File: config.mk
export PLATFORM = sky130hd
export DESIGN_NAME = paddle_controller
export DESIGN_NICKNAME = d
export VERILOG_FILES = /design/src/rtl/pong_pkg.sv /design/src/rtl/button_debouncer.sv /design/src/rtl/paddle_controller.sv
export SDC_FILE = /design/constraint.sdc
export NUM_CORES = 1
export LEC_CHECK = 0
export CAP_MARGIN = 20
export CORE_MARGIN = 2
export CORE_UTILIZATION = 53
export DETAILED_ROUTE_END_ITERATION = 12
export GPL_ROUTABILITY_DRIVEN = 0
export HOLD_SLACK_MARGIN = 0.1
export PLACE_DENSITY = 0.75
export SYNTH_ARGS = -nofsm -noshare
export SYNTH_HDL_FRONTEND = slang
export SYNTH_SLANG_ARGS = --single-unit
File: constraint.sdc
create_clock -name clock_25M -period 3.2 [get_ports clock_25M]
set_clock_uncertainty 0.1 [all_clocks]
set_input_delay 0.64 -clock clock_25M [delete_from_list [all_inputs] [get_ports clock_25M]]
set_output_delay 0.64 -clock clock_25M [all_outputs]
set_load 0.005 [all_outputs]
File: src/rtl/pong_pkg.sv
// Shared pong game constants, paddle FSM/direction types and the paddle step helper.
package pong_pkg;

  localparam int SCREEN_WIDTH  = 640;
  localparam int SCREEN_HEIGHT = 480;
  localparam int PADDLE_HEIGHT = 100;
  localparam int PADDLE_WIDTH  = 10;

  localparam logic [11:0] COLOUR_BLACK  = 12'h000;
  localparam logic [11:0] COLOUR_WHITE  = 12'hFFF;
  localparam logic [11:0] COLOUR_PADDLE = 12'h0F0;
  localparam logic [11:0] COLOUR_BALL   = 12'hFF0;

  typedef enum logic [1:0] {IDLE, MOVE_SLOW, MOVE_FAST} paddle_state_t;
  typedef enum logic [1:0] {DIR_NONE, DIR_UP, DIR_DOWN} paddle_dir_t;

  // 11-bit sum so a step near the bottom limit cannot wrap before saturating.
  function automatic logic [9:0] step_pos(input logic [9:0] pos, input paddle_dir_t dir,
                                          input logic [9:0] speed, input logic [9:0] max_pos);
    logic [10:0] sum;
    sum = {1'b0, pos} + {1'b0, speed};
    case (dir)
      DIR_UP:   step_pos = (pos < speed) ? 10'd0 : pos - speed;
      DIR_DOWN: step_pos = (sum > {1'b0, max_pos}) ? max_pos : sum[9:0];
      default:  step_pos = pos;
    endcase
  endfunction

endpackage

File: src/rtl/button_debouncer.sv
// Two-flop synchroniser plus stable-count debouncer for one active-low pushbutton.
module button_debouncer #(
  parameter int DEBOUNCE_CYCLES = 250000
) (
  input  logic clock_25M,
  input  logic reset_n,
  input  logic btn_n,
  output logic pressed
);

  localparam int CNT_W = $clog2(DEBOUNCE_CYCLES + 1);
  localparam logic [CNT_W-1:0] CNT_LAST = CNT_W'(DEBOUNCE_CYCLES - 1);

  logic             sync_1;
  logic             sync_2;
  logic [CNT_W-1:0] count;
  logic             raw_pressed;

  assign raw_pressed = ~sync_2;

  always_ff @(posedge clock_25M or negedge reset_n) begin
    if (!reset_n) begin
      sync_1 <= 1'b1;
      sync_2 <= 1'b1;
    end else begin
      sync_1 <= btn_n;
      sync_2 <= sync_1;
    end
  end

  // A level change is accepted only once it has held for DEBOUNCE_CYCLES cycles.
  always_ff @(posedge clock_25M or negedge reset_n) begin
    if (!reset_n) begin
      count   <= '0;
      pressed <= 1'b0;
    end else if (raw_pressed == pressed) begin
      count <= '0;
    end else if (count == CNT_LAST) begin
      count   <= '0;
      pressed <= raw_pressed;
    end else begin
      count <= count + CNT_W'(1);
    end
  end

endmodule

File: src/rtl/paddle_controller.sv
// Turns two debounced pushbuttons into the paddle top row, updated once per frame
// with slow/fast speed and saturation at the screen limits.
module paddle_controller #(
  parameter int SCREEN_HEIGHT   = pong_pkg::SCREEN_HEIGHT,
  parameter int PADDLE_HEIGHT   = pong_pkg::PADDLE_HEIGHT,
  parameter int INIT_POS        = 190,
  parameter int DEBOUNCE_CYCLES = 250000,
  parameter int SPEED_SLOW      = 2,
  parameter int SPEED_FAST      = 6,
  parameter int HOLD_FRAMES     = 15
) (
  input  logic       clock_25M,
  input  logic       reset_n,
  input  logic       frame,
  input  logic       btn_up_n,
  input  logic       btn_down_n,
  output logic [9:0] pad_top_pixel,
  output logic       moving
);

  import pong_pkg::*;

  localparam int HOLD_W = $clog2(HOLD_FRAMES + 1);
  localparam logic [HOLD_W-1:0] HOLD_LAST = HOLD_W'(HOLD_FRAMES - 1);
  localparam logic [9:0] MAX_POS   = 10'(SCREEN_HEIGHT - PADDLE_HEIGHT);
  localparam logic [9:0] START_POS = 10'(INIT_POS);
  localparam logic [9:0] SLOW_STEP = 10'(SPEED_SLOW);
  localparam logic [9:0] FAST_STEP = 10'(SPEED_FAST);

  logic              up_pressed;
  logic              down_pressed;
  paddle_dir_t       dir;
  paddle_state_t     state;
  paddle_state_t     next_state;
  paddle_dir_t       last_dir;
  paddle_dir_t       next_last_dir;
  logic [HOLD_W-1:0] hold_cnt;
  logic [HOLD_W-1:0] next_hold;
  logic              step_en;
  logic [9:0]        speed;
  logic [9:0]        next_pos;

  button_debouncer #(.DEBOUNCE_CYCLES(DEBOUNCE_CYCLES)) u_up_debouncer (
    .clock_25M (clock_25M),
    .reset_n   (reset_n),
    .btn_n     (btn_up_n),
    .pressed   (up_pressed)
  );

  button_debouncer #(.DEBOUNCE_CYCLES(DEBOUNCE_CYCLES)) u_down_debouncer (
    .clock_25M (clock_25M),
    .reset_n   (reset_n),
    .btn_n     (btn_down_n),
    .pressed   (down_pressed)
  );

  always_comb begin
    dir = DIR_NONE;
    if (up_pressed && !down_pressed)      dir = DIR_UP;
    else if (down_pressed && !up_pressed) dir = DIR_DOWN;
  end

  always_ff @(posedge clock_25M or negedge reset_n) begin
    if (!reset_n) begin
      state         <= IDLE;
      last_dir      <= DIR_NONE;
      hold_cnt      <= '0;
      pad_top_pixel <= START_POS;
      moving        <= 1'b0;
    end else begin
      state         <= next_state;
      last_dir      <= next_last_dir;
      hold_cnt      <= next_hold;
      pad_top_pixel <= next_pos;
      moving        <= (next_state != IDLE);
    end
  end

  // A reversal without passing through NONE restarts the slow phase.
  always_comb begin
    next_state    = state;
    next_hold     = hold_cnt;
    next_last_dir = last_dir;
    step_en       = 1'b0;
    speed         = SLOW_STEP;
    if (frame) begin
      case (state)
        IDLE: begin
          if (dir != DIR_NONE) begin
            next_state = MOVE_SLOW;
            next_hold  = '0;
            step_en    = 1'b1;
          end
        end
        MOVE_SLOW, MOVE_FAST: begin
          if (dir == DIR_NONE) begin
            next_state = IDLE;
          end else if (dir != last_dir) begin
            next_state = MOVE_SLOW;
            next_hold  = '0;
            step_en    = 1'b1;
          end else if (state == MOVE_SLOW) begin
            step_en   = 1'b1;
            next_hold = hold_cnt + HOLD_W'(1);
            if (next_hold >= HOLD_LAST) next_state = MOVE_FAST;
          end else begin
            step_en = 1'b1;
            speed   = FAST_STEP;
          end
        end
        default: next_state = IDLE;
      endcase
      if (step_en) next_last_dir = dir;
    end
  end

  always_comb begin
    next_pos = pad_top_pixel;
    if (step_en) next_pos = step_pos(pad_top_pixel, dir, speed, MAX_POS);
  end

endmodule

* Word level (Yosys, flattened, before mapping)
Index checks and enable logic that the tools add are counted.
Widths: inputs -> output; s select.
** Word-level totals
- Register bits after elaboration :: 61
- Input bits :: 5
- Output and inout bits :: 11
- Logic and storage cells :: 84
** Operators by class
- Add/subtract/negate cells :: 5
- Magnitude comparators :: 3
- Equality and inequality tests :: 12
- Mux-type cells :: 31
- Bitwise operators :: 4
- Reductions and logical operators :: 16
** Operators by type and width (count)
- $mux 18 :: 4
- $add 18x1->18 const B :: 2
- $eq 18x18->1 const B :: 2
- $mux 10 :: 2
- $pmux 10 s2 :: 1
- $mux 2 :: 8
- $mux 4 :: 4
- $mux 3 :: 5
- $add 10x10->11 :: 1
- $gt 11x9->1 const B :: 1
- $lt 10x10->1 :: 1
- $sub 10x10->10 :: 1
- $pmux 4 s2 :: 1
- $reduce_and 2->1 :: 4
- $reduce_bool 2->1 :: 4
- $reduce_and 5->1 :: 1
- $add 4x1->4 const B :: 1
- $eq 2x1->1 const B :: 2
- $eq 2x2->1 const B :: 2
- $ge 4x4->1 const B :: 1
- $logic_not 2->1 :: 2
- $mux 1 :: 4
- $ne 2x2->1 const B :: 2
- $not 1->1 :: 4
- 8 further kinds :: 11

* Logic depth before layout (Yosys ltp)
Gate-level depths: netlist (run 1).
- Depth after elaboration :: 13
- Mapped depth :: 12
- Depth with buffers taken out :: 12

* Modules after synthesis
A second synthesis (run 1) with hierarchy kept.
** Unflattened totals
- Cells, all modules :: 371
- Area, all modules :: 3520.9 µm²
** By module, submodules not included
- paddle_controller :: instances 1, cells an instance 174, area each 1477.7 µm², sequential area each 457.9 µm²
- button_debouncer (u_down_debouncer) :: instances 1, cells an instance 100, area each 1034.7 µm², sequential area each 528.0 µm²
- button_debouncer (u_up_debouncer) :: instances 1, cells an instance 97, area each 1008.5 µm², sequential area each 528.0 µm²

* Worst setup path before layout (run 1)
Ideal clock, no wire load.
- Path type :: reg-to-reg
- Start point :: reg u_up_debouncer.pressed
- End point :: reg pad_top_pixel[1]
- Library setup time :: 93 ps
- Arrival time :: 2788 ps
- Required time :: 3007 ps
- Path slack :: 219 ps
- Cell stages (with the launch flop) :: 13
- Path buffers :: 1
- Clock period less this slack :: 2981 ps
- Path through :: dfrtp_1 > inv_1 > ha_1 > xnor2_1 > and3_1 > nand3_1 > fa_1 > buf_2 > and4b_1 > xor2_1 > o31a_1 > a2111oi_0 > o21ai_0
** Between the ends
- Cells in the longest elaborated chain, start to end :: 13
- Elaborated cells on any way between the ends :: 28
- Those cells by class :: add/sub (2); order compare (2); eq/ne (3); mux (14); reduce/logical (7)
** Ends and longest elaborated chain
- start, declared :: RTL line button_debouncer.sv:8 : output logic pressed
- start signal, assigned :: RTL line button_debouncer.sv:40 : pressed <= raw_pressed;
- $logic_not 1->1 :: RTL line paddle_controller.sv:60 : else if (down_pressed && !up_pressed) dir = DIR_DOWN;
- $logic_and 1x1->1 :: RTL line paddle_controller.sv:60
- $mux 2 :: RTL line paddle_controller.sv:60
- $mux 2 * :: RTL line paddle_controller.sv:59 : if (up_pressed && !down_pressed) dir = DIR_UP;
- named net dir[1] :: RTL line paddle_controller.sv:32 : paddle_dir_t dir;
- $ne 2x2->1 :: RTL line paddle_controller.sv:98 : end else if (dir != last_dir) begin
- $mux 3 :: RTL line paddle_controller.sv:98
- $mux 3 :: RTL line paddle_controller.sv:96 : if (dir == DIR_NONE) begin
- $mux 3 :: RTL line paddle_controller.sv:87 : case (state)
- $mux 3 :: RTL line paddle_controller.sv:86 : if (frame) begin
- $add 10x10->11 :: RTL line pong_pkg.sv:21 : sum = {1'b0, pos} + {1'b0, speed};
- $gt 11x9->1 :: RTL line pong_pkg.sv:24 : DIR_DOWN: step_pos = (sum > {1'b0, max_pos}) ? max_pos : sum[9:0];
- $mux 10 :: RTL line pong_pkg.sv:24
- $pmux 10 s2 :: RTL line pong_pkg.sv:22 : case (dir)
- end signal, assigned :: RTL line paddle_controller.sv:74 : pad_top_pixel <= next_pos;
- end, declared :: RTL line paddle_controller.sv:17 : output logic [9:0] pad_top_pixel,
Mark *: on every way through the listed nets, which the timed path passes. The rest lies on a longest branch. The select of a mux whose other input is x is not followed.
A chain may end at the register's enable or synchronous reset.

* Final worst setup path (run 1)
- Start point :: in frame
- End point :: reg pad_top_pixel[1]
** Between the ends
- Cells in the longest elaborated chain, start to end :: 5
- Elaborated cells on any way between the ends :: 10
- Those cells by class :: add/sub (2); order compare (2); mux (5); reduce/logical (1)
** Ends and longest elaborated chain
- start, declared :: RTL line paddle_controller.sv:14 : input logic frame,
- $mux 3 :: RTL line paddle_controller.sv:86
- $add 10x10->11 :: RTL line pong_pkg.sv:21
- $gt 11x9->1 :: RTL line pong_pkg.sv:24
- $mux 10 :: RTL line pong_pkg.sv:24
- $pmux 10 s2 :: RTL line pong_pkg.sv:22
Several ways; a longest one is shown, not always the timed one.

==> results of run 1 <==
[placed cells by master (no fill, tap or decap), types with 6 or more instances in the layout]
master | Yosys | layout
dfrtp_1 | 50 | 50
nor3_1 | 8 | 8
buf_4 | 1 | 12
or2_2 | 6 | 6
nand3_1 | 24 | 23
clkbuf_8 | 0 | 13
ha_1 | 11 | 11
a21oi_1 | 9 | 9
inv_1 | 23 | 23
nand2_1 | 28 | 28
xnor2_1 | 24 | 22
nor4_1 | 9 | 9
dfstp_2 | 10 | 10
o21ai_0 | 16 | 16
xor2_1 | 16 | 16
nand4_1 | 6 | 6
nor2_1 | 57 | 56
clkdlybuf4s50_1 | 0 | 13
[worst max-delay path by stage]
stage                     cells after the start                   start  slack, ps          endpoint
after floorplan                              12  u_up_debouncer.pressed        220  pad_top_pixel[1]
after global placement                        9                   frame       -220  pad_top_pixel[1]
after detailed placement                      9                   frame       -230  pad_top_pixel[1]
after CTS                                    11  u_up_debouncer.pressed         20  pad_top_pixel[1]
after global routing                         11  u_up_debouncer.pressed          2  pad_top_pixel[7]
final                                         9                   frame        120  pad_top_pixel[1]
[worst max-delay path, cell delays in order]
cell and delay [ps]:
clkdlybuf4s50_1 530, nor2b_1 270, nand3_2 160, fa_2 420, and4b_2 330, xor2_1 80
o31a_1 240, a2111oi_1 400, o21ai_0 150
[registers in the layout, indices dropped and copies added, names as in the netlist, 2 cells and up]
signal	cells
u_up_debouncer.count	18
pad_top_pixel	9
last_dir	2
hold_cnt	4
u_down_debouncer.count	18
state	2
[metal layers]
metal,routed length [um],vias up,track usage (%),share of wire (%)
met2,3370,61,33.1,48
li1,-,1391,-,-
met4,46,0,4.62,0.65
met1,3330,1331,27.8,47
met5,0,-,0,0
met3,283,7,6.06,4.0
[per-stage QoR]
step / area (um2) / std cells
5_1_grt: 4030 / 491
2_1_floorplan: 3540 / 388
6_report: 4030 / 491
4_1_cts: 4000 / 491
3_5_place_dp: 3770 / 475
3_3_place_gp: 3770 / 475
[where the power goes]
group	leakage, nW	internal [mW]	switching (mW)
combinational	0.784	0.0221	0.0398
sequential	0.797	0.772	0.00931
clock	0.112	0.443	0.291
[final cells by class]
cell class | count | area [um2]
repair buffers | 26 | 225
fillers | 547 | 2400
flip-flops and latches | 60 | 1510
multi-input cells | 289 | 1880
well taps | 77 | 96.3
clock inverters | 3 | 42.5
clock buffers | 13 | 179
inverters | 23 | 86.3
[cell families after synthesis]
kind of cell / count (synthesis) / synth area share (%)
AO/OA/AOI/OAI: 62 / 12.6
XOR/XNOR: 40 / 9.90
multiplexers: 3 / 0.848
AND/OR/NAND/NOR: 170 / 23.9
flip-flops: 60 / 42.8
adder cells (fa/ha/maj): 13 / 5.02
buffers and inverters: 39 / 4.88
other: 1 / 0.106
[what timing repair did]
item | 4_1_cts | 5_1_grt
hold endpoints to repair | 0 | 0
setup endpoints to repair | 0 | 9
setup buffers | 0 | 0
resized for setup | 0 | 8
==> impl_metrics.json, run 1 <==
{
  "ff2ff_setup_slack_ps": 130,
  "clk_pin_slew_ps": 70,
  "wl_per_cell_um": 14.3,
  "ys_ff_latch": 60,
  "core_um2": 6420,
  "detail_route.first_pass.iterations": 5,
  "cp_max_fo": 4,
  "peakVddDrop_uv": 376,
  "synthCells": 388,
  "ios": 16,
  "cts_sinks": 60,
  "total_power_mw": 1.58,
  "hp-class": "flop to flop",
  "setup-tns-final_ps": 0,
  "via_per_inst": 5.68,
  "syn_area_per_cell_um2": 9.12,
  "p_leak_nw": 1.69,
  "synth.net_count": 406,
  "dp_hpwl_um": 4900,
  "critPathLaunchType": "primary input",
  "synth_ff_type": "dfrtp_1",
  "grt_antenna_before_repair": 0,
  "drc_errors": 0,
  "numCtsBuffers": 9,
  "synth_area_leaders": "dfrtp_1 (35%), dfstp_2 (7.4%), nor2_1 (6.0%), xnor2_1 (5.9%), xor2_1 (4.0%)",
  "ys_types": 65,
  "rsz0062_at_grt": "false",
  "min_path_cells": 0,
  "power_density_nw_per_um2": 392,
  "netlist_top_cells_count": "nor2_1 (57), dfrtp_1 (50), nand2_1 (28)",
  "ys_seq_area_share_pct": 42.8,
  "start_util_pct": 55.1,
  "grt.total_usage_pct": 20.6,
  "fin_crit_sh_pct": 96.3,
  "grt_overflow": 0,
  "hold_ws_ps": 272,
  "r2r-start": "u_down_debouncer.pressed",
  "postRouteWirelength_um": 7030,
  "clk_latency_ps": 330,
  "hold_viol_final": 0,
  "die_y_um": 85.7,
  "drive_gt1_share_pct": 14.3,
  "drt_iter0_markers": 107,
  "ys_warn_count": 0,
  "cp.arrival_ps": 3220,
  "nNetsFinal": 427,
  "cts_tree": "done",
  "place_ws_ps": -231,
  "maxSlewViolCount": 0,
  "slew_headroom_pct": 50.1,
  "ys_async_sr_fraction_pct": 100,
  "syn_area_um2": 3540,
  "synth.most_common_cell": "nor2_1",
  "n_antenna_cell": 0,
  "hold_path_end": "u_up_debouncer.sync_2",
  "vias": 2790,
  "synth_top_area_share_pct": 35.3,
  "finalSetupViolCount": 0,
  "io_buffers": 14,
  "reg2reg_depth": 11,
  "dieArea_um2": 7350,
  "outcome": "finished clean",
  "ant_nets": 0,
  "final_core_util_pct": 62.7,
  "grt_max_degree": 61,
  "rows": 29,
  "end_kind": "flop",
  "worst_r2r_endpoint": "pad_top_pixel[1]",
  "clockBufferDepth": 2,
  "required_ps": 3340,
  "htree_levels": 3,
  "postCtsHoldBufs": 0,
  "period_needed_ps": 3080,
  "max_freq_ghz": 0.325,
  "min_from": "u_up_debouncer.sync_1",
  "max-cap-violations": 0,
  "synth_edf_count": 0,
  "grt_pass1_vias": 2706,
  "setup_ws_ps": 119,
  "path_class": "primary input to flop",
  "grt_pass1_wl_um": 12200,
  "synth.largest_area_cell": "dfrtp_1",
  "worstMarginPinSlew_ps": 749,
  "root_buffer": "clkbuf_8",
  "die_w_um": 85.7,
  "area_growth_pct": 13.8
}
(Power assumes the default switching activity.)
==> run 2, diff against run 1 <==
HOLD_SLACK_MARGIN = not set   (was 0.1)
clock period = 3.7 ns   (was 3.2 ns; I/O delays follow)
==> run 2 against run 1 <==
Final cell count shrank 1.6%. Highest routed layer unchanged. Largest power group unchanged. Critical endpoint is now pad_top_pixel[7]. Sequential share of layout area grew 1.0 points. Register-to-register slack better by 310 ps. Utilization down 1.7 points.
==> impl_metrics.json, run 2 (synthesis results as in run 1) <==
{
  "outcome": "finished clean",
  "maxSlewViolCount": 0,
  "clk_pin_slew_ps": 60,
  "fin_area_um2": 3920,
  "critPathLaunchType": "primary input",
  "rows": 29,
  "dpl_cell_area_um2": 3710,
  "final_core_util_pct": 61.0,
  "reg2reg_depth": 11,
  "grt_pass1_vias": 2735,
  "multi_input_area_um2": 1850,
  "largestRegisters": "u_down_debouncer.count (18), u_up_debouncer.count (18), pad_top_pixel (9)",
  "period_needed_ps": 3260,
  "ios": 16,
  "min_path_cells": 0,
  "worstMarginPinSlew_ps": 714,
  "ff2ff_setup_slack_ps": 440,
  "ant_nets": 0,
  "peakVddDrop_uv": 248,
  "postRouteWirelength_um": 6900,
  "power_density_nw_per_um2": 339,
  "required_ps": 3870,
  "numCtsBuffers": 9,
  "finalSetupViolCount": 0,
  "n_antenna_cell": 0,
  "max-cap-violations": 0,
  "fin_crit_sh_pct": 88.1,
  "grt_pass1_wl_um": 12200,
  "p_leak_nw": 1.64,
  "cts_sinks": 60,
  "r2r-start": "u_up_debouncer.pressed",
  "hp-class": "flop to flop",
  "crit_slowest_cell": "clkdlybuf4s50_1",
  "core_um2": 6420,
  "path_class": "primary input to flop",
  "drive_gt1_share_pct": 10.6,
  "min_from": "u_up_debouncer.sync_1",
  "dp_hpwl_um": 4750,
  "vias": 2803,
  "cts_tree": "done",
  "hold_path_end": "u_up_debouncer.sync_2",
  "cp_slowest_stage_delay_ps": 530,
  "drt_iter0_markers": 149,
  "hold_viol_final": 0,
  "htree_levels": 3,
  "post-cts-setup-buffers": 0,
  "postCtsHoldBufs": 0,
  "grt_max_degree": 37,
  "final_common_cell": "nor2_1",
  "most-common-layout-cells": "nor2_1 (57), dfrtp_1 (50), nand2_1 (28)",
  "cp_cell_sequence": "clkdlybuf4s50_1, nor2b_1, nand3_1, ha_1, a2111o_1, o31ai_4, nor2_2, and3b_1, a211o_1",
  "nNetsFinal": 419,
  "grt_overflow": 0,
  "dieArea_um2": 7350,
  "wl_per_cell_um": 14.3,
  "detail_route.first_pass.iterations": 4,
  "ctsResizeCount": 0,
  "end_kind": "flop",
  "cp_max_fo": 8,
  "worst_r2r_endpoint": "pad_top_pixel[7]",
  "die_w_um": 85.7,
  "via_per_inst": 5.80,
  "cp.arrival_ps": 3430,
  "clockBufferDepth": 2,
  "clk_latency_ps": 340,
  "max_freq_ghz": 0.307,
  "slew_headroom_pct": 52.0,
  "seq_area_um2": 1510,
  "grt_antenna_before_repair": 0,
  "setup-tns-final_ps": 0,
  "grt.total_usage_pct": 20.9,
  "area_growth_pct": 10.7,
  "rsz0062_at_grt": "false",
  "start_util_pct": 55.1,
  "io_buffers": 14,
  "die_y_um": 85.7,
  "drc_errors": 0,
  "root_buffer": "clkbuf_8",
  "n_fill_cell": 539
}
## run 2: changes by cell type in the layout (fill, tap and decap cells not counted), moves of 2 or more
cell      previous run  this run
buf_4               12         4
xnor2_1             22        24
xnor2_2              2         0
clkbuf_8            13        11
## run 2: area by class of cell
cell class | count | area share [%]
repair buffers | 18 | 4.22
inverters | 23 | 2.20
flip-flops and latches | 60 | 38.6
well taps | 77 | 2.46
multi-input cells | 289 | 47.3
clock inverters | 4 | 1.21
clock buffers | 12 | 3.96
## run 2: worst max-delay path, delay by kind of cell
| family | cells | cell delay [ps] |
|---|---|---|
| and+or+nand+nor | 4 | 680 |
| adders and majority gates | 1 | 350 |
| AOI/OAI and AO/OA | 3 | 1140 |
| buffers and inverters | 1 | 530 |
## run 2: worst max path at each step
stage               slack (ps)               end                     start
finish                     440  pad_top_pixel[7]                     frame
global route               230  pad_top_pixel[7]  u_down_debouncer.pressed
CTS                        430  pad_top_pixel[7]    u_up_debouncer.pressed
detailed placement         110  pad_top_pixel[7]                     frame
global placement           190  pad_top_pixel[7]                     frame
floorplan                  720  pad_top_pixel[1]    u_up_debouncer.pressed
## run 2: where the power goes
group          switching, mW  total, mW  internal, mW
Clock                  0.254      0.600         0.345
Combinational         0.0337     0.0509        0.0172
Sequential           0.00803      0.676         0.668
Total                  0.296       1.33          1.03
## run 2: metal layers
layer	vias to the layer above	track usage [%]	share of wire (%)	wire length [um]
met1	1326	27.4	47	3230
li1	1372	-	-	-
met5	-	0	0	0
met2	90	32.1	45	3090
met3	15	7.41	6.2	427
met4	0	7.65	2.2	149
## run 2: through the flow
stage	setup WS (ps)	hold slack [ps]	power, mW	instances
5_1_grt	231	262	1.38	483
4_1_cts	428	257	1.35	483
3_5_place_dp	105	248	0.739	467
3_3_place_gp	185	253	0.737	467
2_1_floorplan	719	245	0.714	388
6_report	440	256	1.33	483
